**config.mk**
```make
export PLATFORM = sky130hd
export DESIGN_NAME = cache_fill_fsm_flat
export DESIGN_NICKNAME = d
export VERILOG_FILES = /design/src/rtl/mem_if_pkg.sv /design/src/rtl/cache_fill_fsm_if.sv /design/src/rtl/cache_fill_fsm.sv /design/src/flat_wrapper.sv
export SDC_FILE = /design/constraint.sdc
export NUM_CORES = 1
export LEC_CHECK = 0
export BUFFER_PORTS_ARGS = -buffer_cell sky130_fd_sc_hd__buf_2
export CAP_MARGIN = 20
export CORE_ASPECT_RATIO = 0.8
export CORE_MARGIN = 2
export CORE_UTILIZATION = 50
export DETAILED_ROUTE_END_ITERATION = 16
export HOLD_SLACK_MARGIN = 0.08
export PLACE_DENSITY_LB_ADDON = 0.1
export SETUP_SLACK_MARGIN = 0.1
export SYNTH_ARGS = -nofsm -noshare
export SYNTH_HDL_FRONTEND = slang
export SYNTH_SLANG_ARGS = --single-unit
```
**constraint.sdc**
```tcl
create_clock -name clk -period 8.1 [get_ports clk]
set_clock_uncertainty 0.05 [all_clocks]
set_input_delay 1.62 -clock clk [delete_from_list [all_inputs] [get_ports clk]]
set_output_delay 1.62 -clock clk [all_outputs]
set_load 0.02 [all_outputs]
```
**src/rtl/mem_if_pkg.sv**
```systemverilog
// Shared types and constants for the cache fill engine and its memory port.
package mem_if_pkg;

  localparam int unsigned ADDR_WIDTH      = 16;
  localparam int unsigned DATA_WIDTH      = 16;
  localparam int unsigned WORDS_PER_BLOCK = 8;
  localparam int unsigned OFFSET_BITS     = 4;
  localparam int unsigned WORD_IDX_BITS   = 3;
  localparam int unsigned CNT_WIDTH       = 4;
  localparam int unsigned BASE_WIDTH      = ADDR_WIDTH - OFFSET_BITS;

  typedef logic [CNT_WIDTH-1:0] cnt_t;

  typedef enum logic [1:0] {
    StIdle,
    StWrite,
    StFill
  } fill_state_e;

  // Byte address of word idx inside the block at base.
  function automatic logic [ADDR_WIDTH-1:0] word_addr(logic [BASE_WIDTH-1:0]    base,
                                                      logic [WORD_IDX_BITS-1:0] idx);
    return {base, idx, 1'b0};
  endfunction

endpackage

```
**src/rtl/cache_fill_fsm_if.sv**
```systemverilog
// Request, cache-array and memory-port signals of the cache fill engine.
interface cache_fill_fsm_if;
  import mem_if_pkg::*;

  logic                     miss_req;
  logic [ADDR_WIDTH-1:0]    miss_addr;
  logic                     wr_req;
  logic [ADDR_WIDTH-1:0]    wr_addr;
  logic [DATA_WIDTH-1:0]    wr_data;
  logic                     busy;
  logic                     fill_done;
  logic                     wr_done;
  logic                     cache_we;
  logic [WORD_IDX_BITS-1:0] cache_word;
  logic [DATA_WIDTH-1:0]    cache_data;
  logic                     tag_we;
  logic [ADDR_WIDTH-1:0]    mem_addr;
  logic [DATA_WIDTH-1:0]    mem_data_in;
  logic                     mem_enable;
  logic                     mem_wr;
  logic [DATA_WIDTH-1:0]    mem_data_out;
  logic                     mem_data_valid;

  modport master (
    input  miss_req, miss_addr, wr_req, wr_addr, wr_data, mem_data_out, mem_data_valid,
    output busy, fill_done, wr_done, cache_we, cache_word, cache_data, tag_we,
    output mem_addr, mem_data_in, mem_enable, mem_wr
  );

  modport slave (
    output miss_req, miss_addr, wr_req, wr_addr, wr_data, mem_data_out, mem_data_valid,
    input  busy, fill_done, wr_done, cache_we, cache_word, cache_data, tag_we,
    input  mem_addr, mem_data_in, mem_enable, mem_wr
  );

endinterface

```
**src/rtl/cache_fill_fsm.sv**
```systemverilog
// Memory-port initiator: single-word write-through, and 8-word block fill into the cache array.
module cache_fill_fsm
  import mem_if_pkg::*;
(
  input  logic             clk,
  input  logic             rst,
  cache_fill_fsm_if.master bus_io
);

  localparam cnt_t BlockWords = cnt_t'(WORDS_PER_BLOCK);
  localparam cnt_t LastWord   = cnt_t'(WORDS_PER_BLOCK - 1);

  fill_state_e           state_q, state_d;
  cnt_t                  issue_cnt_q, issue_cnt_d;
  cnt_t                  rcv_cnt_q, rcv_cnt_d;
  logic [BASE_WIDTH-1:0] base_q, base_d;
  logic [ADDR_WIDTH-2:0] wr_addr_q, wr_addr_d;
  logic [DATA_WIDTH-1:0] wr_data_q, wr_data_d;
  logic                  fill_last;

  // Offset bits of the miss address and bit 0 of the write address are never needed.
  logic unused_addr_bits;
  assign unused_addr_bits = ^{bus_io.miss_addr[OFFSET_BITS-1:0], bus_io.wr_addr[0]};

  always_ff @(posedge clk or posedge rst) begin
    if (rst) begin
      state_q     <= StIdle;
      issue_cnt_q <= '0;
      rcv_cnt_q   <= '0;
      base_q      <= '0;
      wr_addr_q   <= '0;
      wr_data_q   <= '0;
    end else begin
      state_q     <= state_d;
      issue_cnt_q <= issue_cnt_d;
      rcv_cnt_q   <= rcv_cnt_d;
      base_q      <= base_d;
      wr_addr_q   <= wr_addr_d;
      wr_data_q   <= wr_data_d;
    end
  end

  // Memory-side issue. Depends only on registered state so the read valid may be
  // returned combinationally by a zero-latency memory without forming a loop.
  always_comb begin
    issue_cnt_d        = issue_cnt_q;
    bus_io.mem_enable  = 1'b0;
    bus_io.mem_wr      = 1'b0;
    bus_io.mem_addr    = '0;
    bus_io.mem_data_in = '0;
    bus_io.wr_done     = 1'b0;
    unique case (state_q)
      StIdle: issue_cnt_d = '0;
      StWrite: begin
        bus_io.mem_enable  = 1'b1;
        bus_io.mem_wr      = 1'b1;
        bus_io.mem_addr    = {wr_addr_q, 1'b0};
        bus_io.mem_data_in = wr_data_q;
        bus_io.wr_done     = 1'b1;
      end
      StFill: begin
        if (issue_cnt_q < BlockWords) begin
          bus_io.mem_enable = 1'b1;
          bus_io.mem_addr   = word_addr(base_q, issue_cnt_q[WORD_IDX_BITS-1:0]);
          issue_cnt_d       = issue_cnt_q + cnt_t'(1);
        end
      end
      default: ;
    endcase
  end

  // Read return. The read issued this cycle counts as outstanding (issue_cnt_d),
  // which lets a zero-latency memory complete a word in its issue cycle.
  always_comb begin
    rcv_cnt_d         = rcv_cnt_q;
    bus_io.cache_we   = 1'b0;
    bus_io.cache_word = '0;
    bus_io.cache_data = '0;
    bus_io.tag_we     = 1'b0;
    bus_io.fill_done  = 1'b0;
    fill_last         = 1'b0;
    if (state_q == StIdle) begin
      rcv_cnt_d = '0;
    end else if (state_q == StFill && bus_io.mem_data_valid && rcv_cnt_q < issue_cnt_d) begin
      bus_io.cache_we   = 1'b1;
      bus_io.cache_word = rcv_cnt_q[WORD_IDX_BITS-1:0];
      bus_io.cache_data = bus_io.mem_data_out;
      rcv_cnt_d         = rcv_cnt_q + cnt_t'(1);
      if (rcv_cnt_q == LastWord) begin
        fill_last        = 1'b1;
        bus_io.tag_we    = 1'b1;
        bus_io.fill_done = 1'b1;
      end
    end
  end

  always_comb begin
    state_d   = state_q;
    base_d    = base_q;
    wr_addr_d = wr_addr_q;
    wr_data_d = wr_data_q;
    unique case (state_q)
      StIdle: begin
        if (bus_io.wr_req) begin
          state_d   = StWrite;
          wr_addr_d = bus_io.wr_addr[ADDR_WIDTH-1:1];
          wr_data_d = bus_io.wr_data;
        end else if (bus_io.miss_req) begin
          state_d = StFill;
          base_d  = bus_io.miss_addr[ADDR_WIDTH-1:OFFSET_BITS];
        end
      end
      StWrite: state_d = StIdle;
      StFill: begin
        if (fill_last) state_d = StIdle;
      end
      default: state_d = StIdle;
    endcase
  end

  assign bus_io.busy = (state_q != StIdle);

endmodule

```
**src/flat_wrapper.sv**
```systemverilog
// flat-port wrapper written by rule: the top's interface ports become plain ports
module cache_fill_fsm_flat import mem_if_pkg::*;
  (clk, rst, bus_io_miss_req, bus_io_miss_addr, bus_io_wr_req, bus_io_wr_addr, bus_io_wr_data, bus_io_mem_data_out, bus_io_mem_data_valid, bus_io_busy, bus_io_fill_done, bus_io_wr_done, bus_io_cache_we, bus_io_cache_word, bus_io_cache_data, bus_io_tag_we, bus_io_mem_addr, bus_io_mem_data_in, bus_io_mem_enable, bus_io_mem_wr);
  cache_fill_fsm_if bus_io_i ();
  input  logic clk;
  input  logic rst;
  input wire logic [$bits(bus_io_i.miss_req)-1:0] bus_io_miss_req;
  input wire logic [$bits(bus_io_i.miss_addr)-1:0] bus_io_miss_addr;
  input wire logic [$bits(bus_io_i.wr_req)-1:0] bus_io_wr_req;
  input wire logic [$bits(bus_io_i.wr_addr)-1:0] bus_io_wr_addr;
  input wire logic [$bits(bus_io_i.wr_data)-1:0] bus_io_wr_data;
  input wire logic [$bits(bus_io_i.mem_data_out)-1:0] bus_io_mem_data_out;
  input wire logic [$bits(bus_io_i.mem_data_valid)-1:0] bus_io_mem_data_valid;
  output wire logic [$bits(bus_io_i.busy)-1:0] bus_io_busy;
  output wire logic [$bits(bus_io_i.fill_done)-1:0] bus_io_fill_done;
  output wire logic [$bits(bus_io_i.wr_done)-1:0] bus_io_wr_done;
  output wire logic [$bits(bus_io_i.cache_we)-1:0] bus_io_cache_we;
  output wire logic [$bits(bus_io_i.cache_word)-1:0] bus_io_cache_word;
  output wire logic [$bits(bus_io_i.cache_data)-1:0] bus_io_cache_data;
  output wire logic [$bits(bus_io_i.tag_we)-1:0] bus_io_tag_we;
  output wire logic [$bits(bus_io_i.mem_addr)-1:0] bus_io_mem_addr;
  output wire logic [$bits(bus_io_i.mem_data_in)-1:0] bus_io_mem_data_in;
  output wire logic [$bits(bus_io_i.mem_enable)-1:0] bus_io_mem_enable;
  output wire logic [$bits(bus_io_i.mem_wr)-1:0] bus_io_mem_wr;
  assign bus_io_i.miss_req = bus_io_miss_req;
  assign bus_io_i.miss_addr = bus_io_miss_addr;
  assign bus_io_i.wr_req = bus_io_wr_req;
  assign bus_io_i.wr_addr = bus_io_wr_addr;
  assign bus_io_i.wr_data = bus_io_wr_data;
  assign bus_io_i.mem_data_out = bus_io_mem_data_out;
  assign bus_io_i.mem_data_valid = bus_io_mem_data_valid;
  assign bus_io_busy = bus_io_i.busy;
  assign bus_io_fill_done = bus_io_i.fill_done;
  assign bus_io_wr_done = bus_io_i.wr_done;
  assign bus_io_cache_we = bus_io_i.cache_we;
  assign bus_io_cache_word = bus_io_i.cache_word;
  assign bus_io_cache_data = bus_io_i.cache_data;
  assign bus_io_tag_we = bus_io_i.tag_we;
  assign bus_io_mem_addr = bus_io_i.mem_addr;
  assign bus_io_mem_data_in = bus_io_i.mem_data_in;
  assign bus_io_mem_enable = bus_io_i.mem_enable;
  assign bus_io_mem_wr = bus_io_i.mem_wr;
  cache_fill_fsm u_core (.clk(clk), .rst(rst), .bus_io(bus_io_i));
endmodule
```
==> results of run 1 <==
## cell type report
class	instances	area (sq um)	area share
Multi-Input combinational cell	173	1376	0.3872
Sequential cell	53	1326	0.3731
Timing Repair Buffer	124	634.4	0.1785
Tap cell	78	97.59	0.02746
Clock buffer	6	82.58	0.02323
Inverter	8	30.03	0.008448
Clock inverter	1	7.507	0.002112
## registers in the layout, indices dropped and copies added (netlist names)
| name | flops |
|---|---|
| u_core.wr_data_q | 16 |
| u_core.rcv_cnt_q | 4 |
| u_core.base_q | 12 |
| u_core.state_q | 2 |
| u_core.issue_cnt_q | 4 |
| u_core.wr_addr_q | 15 |
## Yosys cell counts (all sizes together)
| library cell | count | area, sq um |
|---|---|---|
| a21o | 1 | 7.510 |
| a21oi | 3 | 15.01 |
| a22oi | 16 | 120.1 |
| a311oi | 1 | 15.01 |
| and2 | 35 | 219.0 |
| and4 | 1 | 8.760 |
| buf | 8 | 51.30 |
| clkbuf | 10 | 38.78 |
| conb | 1 | 3.750 |
| dfrtp | 53 | 1326 |
| ha | 9 | 112.6 |
| inv | 8 | 30.03 |
| mux2 | 46 | 518.0 |
| mux2i | 1 | 10.01 |
| nand2 | 11 | 41.29 |
| nand2b | 2 | 12.51 |
| nand3 | 2 | 10.01 |
| nand3b | 2 | 15.01 |
| nor2 | 6 | 22.52 |
| nor2b | 20 | 125.1 |
| nor3 | 2 | 10.01 |
| nor3b | 1 | 7.510 |
| nor4 | 2 | 18.77 |
| nor4b | 3 | 38.79 |
| o211ai | 1 | 7.510 |
| o21a | 1 | 7.510 |
| o21ai | 6 | 30.03 |
## per-stage QoR
step / cells / hold WS, ns / area (sq um) / util
floorplan: 252 / 0.4206 / 2823 / -
global placement: 435 / 0.4284 / 3453 / 0.6354
detailed placement: 435 / 0.4356 / 3453 / 0.6354
CTS: 442 / 0.4568 / 3543 / 0.6519
global route: 443 / 0.4663 / 3555 / 0.6540
finish: 443 / 0.4544 / 3555 / 0.6540
## worst max-delay path by stage
stage	start	to	slack, ns	cells after the start
floorplan	u_core.state_q[0]	bus_io_tag_we	3.71	12
global route	u_core.state_q[0]	bus_io_cache_data[13]	2.25	10
CTS	u_core.state_q[0]	bus_io_cache_data[12]	2.65	10
global placement	u_core.state_q[0]	bus_io_cache_data[0]	3.18	10
detailed placement	u_core.state_q[0]	bus_io_cache_data[12]	3.00	10
finish	u_core.state_q[0]	bus_io_cache_data[12]	2.74	10
## per-layer routing
metal | vias to the layer above | GRT usage
met5 | - | 0
met4 | 0 | 0.07863
met3 | 7 | 0.05601
met2 | 88 | 0.3232
met1 | 1058 | 0.2712
li1 | 1084 | -
## report_power, final
part	internal, uW	leakage, uW	switching, uW
Sequential	381	0.000640	57.3
Clock	67.7	0.0000433	84.0
Combinational	244	0.00111	283
## placed cells by master, fill, tap and decap left out, types with 6 or more instances in the layout
cell type,synthesis,routed
sky130_fd_sc_hd__dfrtp_1,53,53
sky130_fd_sc_hd__inv_1,8,7
sky130_fd_sc_hd__ha_1,9,9
sky130_fd_sc_hd__and2_1,35,35
sky130_fd_sc_hd__mux2_2,46,46
sky130_fd_sc_hd__clkbuf_8,0,6
sky130_fd_sc_hd__nor2b_1,20,20
sky130_fd_sc_hd__nand2_1,11,11
sky130_fd_sc_hd__nor2_1,6,6
sky130_fd_sc_hd__a22oi_1,16,16
sky130_fd_sc_hd__o21ai_0,6,6
sky130_fd_sc_hd__buf_2,2,120
## worst max-delay path: cells and delay by family, from the launching register on
| kind | cells | cell delay [ns] |
|---|---|---|
| AOI/OAI and AO/OA | 2 | 0.24 |
| adders and majority gates | 2 | 0.83 |
| buffers and inverters | 2 | 0.30 |
| DFF | 1 | 0.41 |
| and+or+nand+nor | 4 | 1.60 |
## cells by family (layout without fill, tap and decap cells)
| logic type | count (synthesis) | in the layout | synth area share |
|---|---|---|---|
| AOI/OAI and AO/OA | 29 | 29 | 0.07181 |
| adders and majority gates | 9 | 9 | 0.03989 |
| buffers and inverters | 26 | 139 | 0.04255 |
| DFF | 53 | 53 | 0.4699 |
| muxes | 47 | 47 | 0.1871 |
| other | 1 | 1 | 0.001329 |
| and+or+nand+nor | 87 | 87 | 0.1875 |
==> results summary, run 1 <==
Counting every net in the synthesized netlist gives 330. The average detailed-routed wire length per instance came out at 14.02 um. The clock tree buffer depth is 2. The post-CTS clock slew at the launch and capture registers of the worst setup and hold paths came out at 0.10 ns.

The number of antenna diodes came out at 0. The setup slack after layout is 2.739 ns. The via density per instance came out at 5.050. The total via count in the routed design is 2237. The layout-stage area growth over the synthesis result is 25.93%. Routed signal wires occupy layers up through met4. The filler cell count in the final layout came out at 446. In this run the worst hold path is classified as reg -> reg. STA classifies the critical path startpoint as a register. The count of different cell masters after synthesis is 32. Of the cells placed in the final design, the portion with a size suffix greater than 1 is 0.4986. The number of synthesized register bits came out at 53. The run finished with clean final reports. The worst setup path is of the reg -> out kind. Across every metal layer, demand over resource in global routing totals 0.2054.

In this run the tightest slew margin relative to its limit is 0.2808. The post-synthesis instance area is 2823 sq um. The post-DP HPWL is 4.471 mm. The number of buffers added to fix hold violations after cts came out at 0. The number of instances in the synthesized netlist came out at 252. The analysis attributes to cell leakage a power of 0.001792 uW. From bottom edge to top edge, the die measures 71.21 um.

In the detailed route, the total length drawn on met3 is 537 um. In this run the critical register-to-register path is launched from u_core.state_q[0]. The summed negative setup slack over all endpoints is 0 ns. The average instance area after synthesis is 11.20 sq um.

The cell sitting at the root of the clock tree is a sky130_fd_sc_hd__clkbuf_8. The slowest stage of the critical path is the sky130_fd_sc_hd__nor4_2 cell. In this run the critical register-to-register path is captured at u_core.rcv_cnt_q[2]. Across the run, the number of max-cap violations was 0. Traced cell by cell, the critical path runs through inv_1 -> ha_1 -> nor3b_1 -> a21oi_1 -> ha_1 -> a21oi_1 -> nor2b_1 -> nor4_2 -> and2_1 -> buf_2.

For this configuration, the core starts out at a cell density of 0.5193. The aggregate global routing overflow came out at 0. Post-CTS timing repair inserted 0 buffers for setup. The pre-CTS worst setup slack is 2.995 ns. TritonCTS created 5 clock buffers. Gates resized during post-CTS repair numbered 0. The global-route wire length before repair is 9.894 mm.

The final estimated routing congestion in global placement came out at 0.7364. The post-route met1 wirelength came out at 2.697 mm. TritonCTS built the clock tree. The top-level I/O count came out at 127. The endpoint arrival time on the critical path came out at 3.69 ns. In this run the register-to-register setup slack is 5.12 ns. The portion of the clock cycle consumed by the worst path in the final layout came out at 0.6618.

The pin count of the biggest net entering global routing is 54. The number of antenna violations at the first check in global routing is 0. The remaining number of nets flagged by the antenna check after routing came out at 0. Of all nets on the critical path, the largest fanout is 20. The standard cell core area is 5435 sq um. The number of buffer cells added on primary ports is 120. Along the worst hold path, the cell count comes to 1.

At the end of the flow, the number of nets in the layout was 443. The count of cells along the worst register-to-register path is 9. STA classifies the critical path endpoint as an output pin. The final setup violation count is 0. The post-layout minimum cycle time is 5.361 ns. The H-tree was split into 2 levels. The die is 88.01 um wide.

In this run the most critical hold path is launched from u_core.wr_data_q[8]. The wire length on met2 is 2.899 mm. For this run, the detailed router's first-pass iteration total came to 4.

The worst-case IR drop observed on VDD is 0.1522 mV. The path with the worst hold slack has its endpoint at u_core.wr_data_q[8]. The number of global-route vias before repair came out at 2120. In the routed design, unresolved DRC markers number 0.

The number of violations reported at the end of detailed-routing iteration 0 came out at 106. Setup repair after global routing left no endpoint under its margin. Wires add up to 6.211 mm. The count of clock tree sinks is 53. The total of warnings raised by yosys is 0. The area enclosed by the die boundary is 6266 sq um.

The sequential cell area fraction in the yosys report came out at 0.4699. The placement row count is 24. The clock reaches the later pin of the worst-skew pair after 0.31 ns.

The slew at the pin closest to its max-slew limit is 1.070 ns. The required time of the critical path is 6.43 ns. The count of endpoints failing hold in the final timing report came to 0. On the worst path, the slowest cell contributes a delay of 0.89 ns. The count of final max-slew check failures was 0. The overall power of the completed layout is 1117 uW. The highest clock frequency the design can meet came out at 186.5 MHz. The total power divided by cell area is 314.2 nW/um^2.
(Power assumes the default switching activity.)
==> run 2: changes to the inputs <==
--- a/config.mk
+++ b/config.mk
@@ -9,7 +9,7 @@
 export CAP_MARGIN = 20
 export CORE_ASPECT_RATIO = 0.8
 export CORE_MARGIN = 2
-export CORE_UTILIZATION = 50
+export CORE_UTILIZATION = 43
 export DETAILED_ROUTE_END_ITERATION = 16
 export HOLD_SLACK_MARGIN = 0.08
 export PLACE_DENSITY_LB_ADDON = 0.1
==> constraint.sdc (replaced) <==
create_clock -name clk -period 4.35 [get_ports clk]
set_clock_uncertainty 0.05 [all_clocks]
set_input_delay 0.87 -clock clk [delete_from_list [all_inputs] [get_ports clk]]
set_output_delay 0.87 -clock clk [all_outputs]
set_load 0.02 [all_outputs]
==> run 2 against run 1 <==
Sequential power up 86%; clock power up 85%; sequential cell count unchanged; worst hold slack better by 0.0022 ns; sequential share of layout area down 0.22 points; critical endpoint is now bus_io_cache_data[1]; largest cell class unchanged; largest power group unchanged.
==> results summary, run 2 (synthesis gave the netlist of run 1 again) <==
The launching element type of the critical path is a register (unchanged). The clock root buffer master is sky130_fd_sc_hd__clkbuf_8 (unchanged). The global router's overall resource usage was 0.1737 (was 0.2054). The layout-stage area growth over the synthesis result was 26.68% (was 25.93%). The number of violations reported at the end of detailed-routing iteration 0 came to 77 (was 106). The total via count in the routed design is 2179 (was 2237). The filler cell count in the final layout is 600 (was 446).

The first-pass detailed-route iteration total came out at 4 (unchanged). The standby leakage power came out at 0.001800 uW (was 0.001792 uW). The number of buffer cells added on primary ports came out at 120 (unchanged). The global-route wire length before repair came out at 10.01 mm (was 9.894 mm). The height of the chip came out at 76.47 um (was 71.21 um). The global-route met3 utilization came out at 0.05638 (was 0.05601).

The number of antenna violations at the first check in global routing came to 0 (unchanged). The number of global-route vias before repair came out at 2134 (was 2120). The slew at the pin closest to its max-slew limit is 0.9002 ns (was 1.070 ns).

The number of antenna diodes came out at 0 (unchanged). The required time of the critical path is 3.43 ns (was 6.43 ns). The element type at the critical path end is an output pin (unchanged).

The share of post-route cells with drive strength above 1 is 0.5041 (was 0.4986). The count of final max-slew check failures came out at 0 (unchanged). The placement row count is 26 (was 24). The clock tree from TritonCTS is built (unchanged). The worst min-delay path category is reg -> reg (unchanged). The total power divided by cell area was 582.1 nW/um^2 (was 314.2 nW/um^2).

The count of endpoints failing hold in the final timing report is 0 (unchanged). The number of buffers added to fix hold violations after cts is 0 (unchanged). The pin count of the biggest net entering global routing was 32 (was 54). The number of nets in the layout is 445 (was 443). The effective utilization at floorplan is 0.4427 (was 0.5193). The relative max-transition margin is 0.3999 (was 0.2808). The number of flip-flops in the largest register was 16 (unchanged). The aggregate global routing overflow came out at 0 (unchanged). The final design utilization came out at 0.5608 (was 0.6540). The launch point of the worst hold path is u_core.wr_data_q[11] (was u_core.wr_data_q[8]). The max-capacitance violation count is 0 (unchanged). In the finished design, the share of the clock period the worst path needs comes to 0.8861. The number of post-CTS setup repair buffers came out at 0 (unchanged). The number of H-tree levels came out at 2 (unchanged). The cell depth of the worst min-delay path was 1 (unchanged). The combined area of the multi-input logic cells came out at 1379 sq um (was 1376 sq um). The classification of the worst setup path was reg -> out (unchanged). The worst supply voltage drop on vdd was 0.2867 mV (was 0.1522 mV). The endpoint arrival time on the critical path came to 2.93 ns (was 3.69 ns).

The worst setup path startpoint is u_core.state_q[0] (unchanged). Status: complete, no violations (unchanged). The smallest clock period supported by the final layout is computed as 3.855 ns. The layer with the highest usage is met2 (unchanged). The met1 track demand over resource came out at 0.2337 (was 0.2712). Commonest non-fill, non-tap cells in the layout: sky130_fd_sc_hd__buf_2, sky130_fd_sc_hd__dfrtp_1, sky130_fd_sc_hd__mux2_2, sky130_fd_sc_hd__and2_1, sky130_fd_sc_hd__nor2b_1 (unchanged).

The top-level I/O count is 127 (unchanged). The horizontal die dimension is 94.59 um (was 88.01 um). The startpoint of the worst register-to-register path is u_core.state_q[0] (unchanged). The clock tree buffer depth came out at 2 (unchanged).

The total DRC errors in the routed layout is 0 (unchanged). The average detailed-routed wire length per instance came out at 13.52 um (was 14.02 um). Setup repair after global routing missed its margin: false (unchanged). The number of CTS-inserted buffers came out at 5 (unchanged). The later-pin clock latency in the skew report is 0.30 ns (was 0.31 ns). The count of clock tree sinks is 53 (unchanged).

The standard cell core area came out at 6376 sq um (was 5435 sq um). The count of cells along the worst register-to-register path is 9 (unchanged). The final estimated routing congestion in global placement came out at 0.7231 (was 0.7364).

The area enclosed by the die boundary is 7232 sq um (was 6266 sq um). The largest register by flop count is u_core.wr_data_q (unchanged). The post-DP HPWL came to 4.401 mm (was 4.471 mm).

The sum of routed wire length over all layers is 6.098 mm (was 6.211 mm). The post-CTS clock slew at the launch and capture registers of the worst setup and hold paths came out at 0.09 ns (was 0.10 ns). The maximum net fanout on the critical path is 20 (unchanged).

The highest clock frequency the design can meet came out at 259.4 MHz. The via density per instance came out at 4.831 (was 5.050). The remaining number of nets flagged by the antenna check after routing is 0 (unchanged). The final setup violation count is 0 (unchanged). Registers with the highest flip-flop counts: u_core.wr_data_q: 16 flops, u_core.wr_addr_q: 15 flops, u_core.base_q: 12 flops (unchanged). The routing usage on met2 was 0.2743 (was 0.3232).

The register area is 1326 sq um (unchanged). The summed negative setup slack over all endpoints came to 0 ns (unchanged). The most common cell after layout, fill and taps aside is sky130_fd_sc_hd__buf_2 (unchanged).
-- run 2: cell types whose count changed in the layout (fill, tap and decap cells not counted) --
cell and change:
sky130_fd_sc_hd__ha_2 +1, sky130_fd_sc_hd__buf_4 +3, sky130_fd_sc_hd__buf_6 -1, sky130_fd_sc_hd__ha_1 -1
-- run 2: critical path: stages, from the launching register on --
cell and delay (ns):
sky130_fd_sc_hd__dfrtp_1 0.40, sky130_fd_sc_hd__inv_1 0.11, sky130_fd_sc_hd__ha_1 0.35, sky130_fd_sc_hd__nor3b_1 0.28
sky130_fd_sc_hd__a21oi_1 0.08, sky130_fd_sc_hd__ha_1 0.30, sky130_fd_sc_hd__nand3_1 0.08, sky130_fd_sc_hd__a311oi_2 0.41
sky130_fd_sc_hd__nor4_2 0.10, sky130_fd_sc_hd__buf_4 0.20, sky130_fd_sc_hd__and2_1 0.17, sky130_fd_sc_hd__buf_2 0.15
-- run 2: final cells by class --
class,instances,share of cell area
multi-input cells,173,0.3856
well taps,84,0.02939
clock buffers,6,0.02309
repair buffers,126,0.1805
inverters,8,0.008397
clock inverters,1,0.002099
flip-flops and latches,53,0.3709
-- run 2: final timing paths --
kind / endpoint / slack, ns
worst max-delay path: bus_io_cache_data[1] / 0.50
max in group asynchronous: u_core.base_q[6] / 2.94
worst min-delay path: u_core.wr_data_q[11] / 0.46
worst max register to register: u_core.rcv_cnt_q[2] / 1.67
min in group asynchronous: u_core.rcv_cnt_q[2] / 0.54
worst min register to register: u_core.wr_data_q[11] / 0.46
-- run 2: metal layers --
layer | up-vias | wire length, um
met5 | - | 0
met4 | 0 | 43
met3 | 5 | 433
met2 | 58 | 2787
met1 | 1034 | 2834
li1 | 1082 | -
-- run 2: through the flow --
| stage | std cells | power (uW) | setup slack [ns] | hold WS, ns | area, sq um |
|---|---|---|---|---|---|
| finish | 451 | 2081 | 0.4953 | 0.4567 | 3576 |
| global route | 451 | 2231 | 0.2251 | 0.4638 | 3576 |
| CTS | 451 | 2104 | 0.3600 | 0.4590 | 3573 |
| detailed placement | 444 | 1816 | 0.6945 | 0.4361 | 3483 |
| global placement | 444 | 1796 | 0.7260 | 0.4295 | 3483 |
| floorplan | 252 | 1541 | 0.7126 | 0.4206 | 2823 |
-- run 2: where the power goes --
group	switching, uW	leakage [uW]	internal (uW)
Sequential	106	0.000640	709
Combinational	524	0.00112	461
Clock	155	0.0000433	126
-- run 2: what timing repair did --
| action | in CTS | in global routing |
|---|---|---|
| hold endpoints to repair | 0 | 0 |
| resized for setup | 0 | 1 |
| endpoints found under the setup margin | 0 | 15 |
==> run 3: changes to the inputs <==
==> constraint.sdc (replaced) <==
create_clock -name clk -period 4.35 [get_ports clk]
set_clock_uncertainty 0.05 [all_clocks]
set_input_delay 0.87 -clock clk [delete_from_list [all_inputs] [get_ports clk]]
set_output_delay 0.87 -clock clk [all_outputs]
set_load 0.005 [all_outputs]
==> run 3 against run 2 <==
Final area is the same; critical endpoint is now bus_io_cache_data[8]; non-clock buffer count is the same; sequential cell count is the same; final cell count is the same; combinational power shrank 14%; first-iteration DRC count shrank 30%; wire length grew 1.1%.
==> results summary, run 3 (synthesis gave the netlist of run 1 again) <==
Status: complete, no violations (unchanged). The aggregate global routing overflow came to 0 (unchanged). The summed negative setup slack over all endpoints is 0 ns (unchanged).

The number of antenna diodes was 0 (unchanged). The number of violations reported at the end of detailed-routing iteration 0 is 54 (was 77). The global router's overall resource usage came out at 0.1775 (was 0.1737). The element type at the critical path end was an output pin (unchanged). The global-route wire length before repair is 10.17 mm (was 10.01 mm). The number of cells in the design after placement is 444 (unchanged). The clock root buffer master is sky130_fd_sc_hd__clkbuf_8 (unchanged).

The clock tree from TritonCTS is built (unchanged). The height of the chip was 76.47 um (unchanged). The average detailed-routed wire length per instance came out at 13.67 um (was 13.52 um). The top-level I/O count came out at 127 (unchanged). The number of post-CTS setup repair buffers is 0 (unchanged).

Commonest non-fill, non-tap cells in the layout: sky130_fd_sc_hd__buf_2, sky130_fd_sc_hd__dfrtp_1, sky130_fd_sc_hd__mux2_2, sky130_fd_sc_hd__and2_1, sky130_fd_sc_hd__nor2b_1 (unchanged). The required time of the critical path came out at 3.43 ns (about the same). The first-pass detailed-route iteration total is 4 (unchanged). The most common cell after layout, fill and taps aside is sky130_fd_sc_hd__buf_2 (unchanged). The post-route cell area was 3576 sq um (unchanged). The share of post-route cells with drive strength above 1 came to 0.5041 (unchanged). The count of final max-slew check failures came out at 0 (unchanged). The portion of the clock cycle consumed by the worst path in the final layout is 0.8750 (was 0.8861).

The effective utilization at floorplan came out at 0.4427 (unchanged). The post-CTS clock slew at the launch and capture registers of the worst setup and hold paths is 0.09 ns (about the same). The cell occurring most often along the worst timing path was sky130_fd_sc_hd__ha_1 (unchanged). The highest-delay cell along the critical path is sky130_fd_sc_hd__a311oi_2 (unchanged).

The layout-stage area growth over the synthesis result is 26.68% (unchanged). The later-pin clock latency in the skew report is 0.30 ns (about the same). The highest clock frequency the design can meet is 262.7 MHz (was 259.4 MHz). The clock tree buffer depth came out at 2 (unchanged).

The count of endpoints failing hold in the final timing report is 0 (unchanged). The relative max-transition margin was 0.5683 (was 0.3999). The area enclosed by the die boundary was 7232 sq um (unchanged). The post-DP HPWL is 4.366 mm (was 4.401 mm). The number of antenna violations at the first check in global routing is 0 (unchanged). The largest register by flop count is u_core.wr_data_q (unchanged). The number of CTS-inserted buffers was 5 (unchanged). The worst supply voltage drop on vdd came out at 0.2964 mV (was 0.2867 mV).

Worst-path cell chain: inv_1 -> ha_1 -> nor3b_1 -> a21oi_1 -> ha_1 -> nand3_1 -> a311oi_2 -> nor4_2 -> buf_4 -> and2_1 -> buf_2 (unchanged). The total power divided by cell area came out at 543.8 nW/um^2 (was 582.1 nW/um^2). The worst hold margin was 0.4579 ns (was 0.4567 ns).

The number of global-route vias before repair came out at 2213 (was 2134). The count of clock tree sinks is 53 (unchanged). Registers with the highest flip-flop counts: u_core.wr_data_q: 16 flops, u_core.wr_addr_q: 15 flops, u_core.base_q: 12 flops (unchanged). The maximum net fanout on the critical path came to 20 (unchanged). The post-layout minimum cycle time is 3.806 ns (was 3.855 ns). The number of buffer cells added on primary ports is 120 (unchanged).

The total via count in the routed design came out at 2201 (was 2179). The pin count of the biggest net entering global routing came out at 35 (was 32). The final estimated routing congestion in global placement is 0.7180 (was 0.7231). The max-capacitance violation count came out at 0 (unchanged).

The number of nets in the layout is 445 (unchanged). The slew at the pin closest to its max-slew limit is 0.6466 ns (was 0.9002 ns). The horizontal die dimension is 94.59 um (unchanged). The worst min-delay path category was reg -> reg (unchanged). The remaining number of nets flagged by the antenna check after routing was 0 (unchanged). The via density per instance is 4.880 (was 4.831). The highest cell delay on the worst timing path came out at 0.41 ns (about the same). The standby leakage power came out at 0.001800 uW (unchanged). The standard cell core area came out at 6376 sq um (unchanged). The sum of routed wire length over all layers was 6.166 mm (was 6.098 mm).

The post-place instance area is 3483 sq um (unchanged). The placement row count came out at 26 (unchanged). The classification of the worst setup path is reg -> out (unchanged).

The launching element type of the critical path was a register (unchanged). The endpoint arrival time on the critical path is 2.89 ns (was 2.93 ns). Setup repair after global routing missed its margin: false (unchanged). The number of H-tree levels came out at 2 (unchanged). The final setup violation count is 0 (unchanged). The post-layout instance count excluding filler cells came out at 451 (unchanged). The number of flip-flops in the largest register came out at 16 (unchanged). The total DRC errors in the routed layout came out at 0 (unchanged).
-- run 3: cell counts in the layout (fill, tap and decap cells not counted) --
No cell type changed its count.
-- run 3: cell type report --
cell class	count	area, sq um
well taps	84	105.1
repair buffers	126	645.6
clock inverters	1	7.507
multi-input cells	173	1379
fillers	612	2800
inverters	8	30.03
flip-flops and latches	53	1326
clock buffers	6	82.58
-- run 3: per-stage QoR --
stage / total power [uW] / worst slack (ns) / utilization
floorplan: 1402 / 0.9157 / -
global placement: 1651 / 0.7672 / 0.5463
detailed placement: 1681 / 0.7457 / 0.5463
CTS: 1966 / 0.4017 / 0.5604
global route: 2099 / 0.2421 / 0.5608
finish: 1945 / 0.5438 / 0.5608
-- run 3: path summary, 6_finish.rpt --
kind,startpoint,endpoint,slack (ns),cells past startpoint
setup / recovery,u_core.state_q[0],bus_io_cache_data[8],0.54,11
hold / removal,u_core.wr_data_q[4],u_core.wr_data_q[4],0.46,1
setup reg to reg,u_core.state_q[0],u_core.rcv_cnt_q[2],1.70,9
hold reg to reg,u_core.wr_data_q[4],u_core.wr_data_q[4],0.46,1
max in group asynchronous,rst,u_core.wr_addr_q[3],2.90,3
min in group asynchronous,rst,u_core.wr_data_q[7],0.60,2
-- run 3: layer usage --
metal  vias up  GRT usage  routed length (um)
met5         -          0                   0
met2        59     0.2971                2940
met4         0    0.04638                  48
met3         5    0.05045                 407
li1       1083          -                   -
met1      1054     0.2254                2769
-- run 3: timing repair --
| item | 4_1_cts | 5_1_grt |
|---|---|---|
| hold buffers | 0 | 0 |
| setup endpoints to repair | 0 | 2 |
| gates resized for setup | 0 | 1 |
-- run 3: worst max-delay path, delay by kind of cell, from the launching register on --
| family | cells | cell delay (ns) |
|---|---|---|
| adder cells (fa/ha/maj) | 2 | 0.65 |
| AO/OA/AOI/OAI | 2 | 0.49 |
| flip-flops | 1 | 0.40 |
| buffers and inverters | 3 | 0.42 |
| AND/OR/NAND/NOR | 4 | 0.64 |
-- run 3: report_power, final --
part           internal [uW]  total, uW  switching, uW
clock network            126        282            156
logic                    454        845            391
registers                709        818            109
total                   1290       1940            655
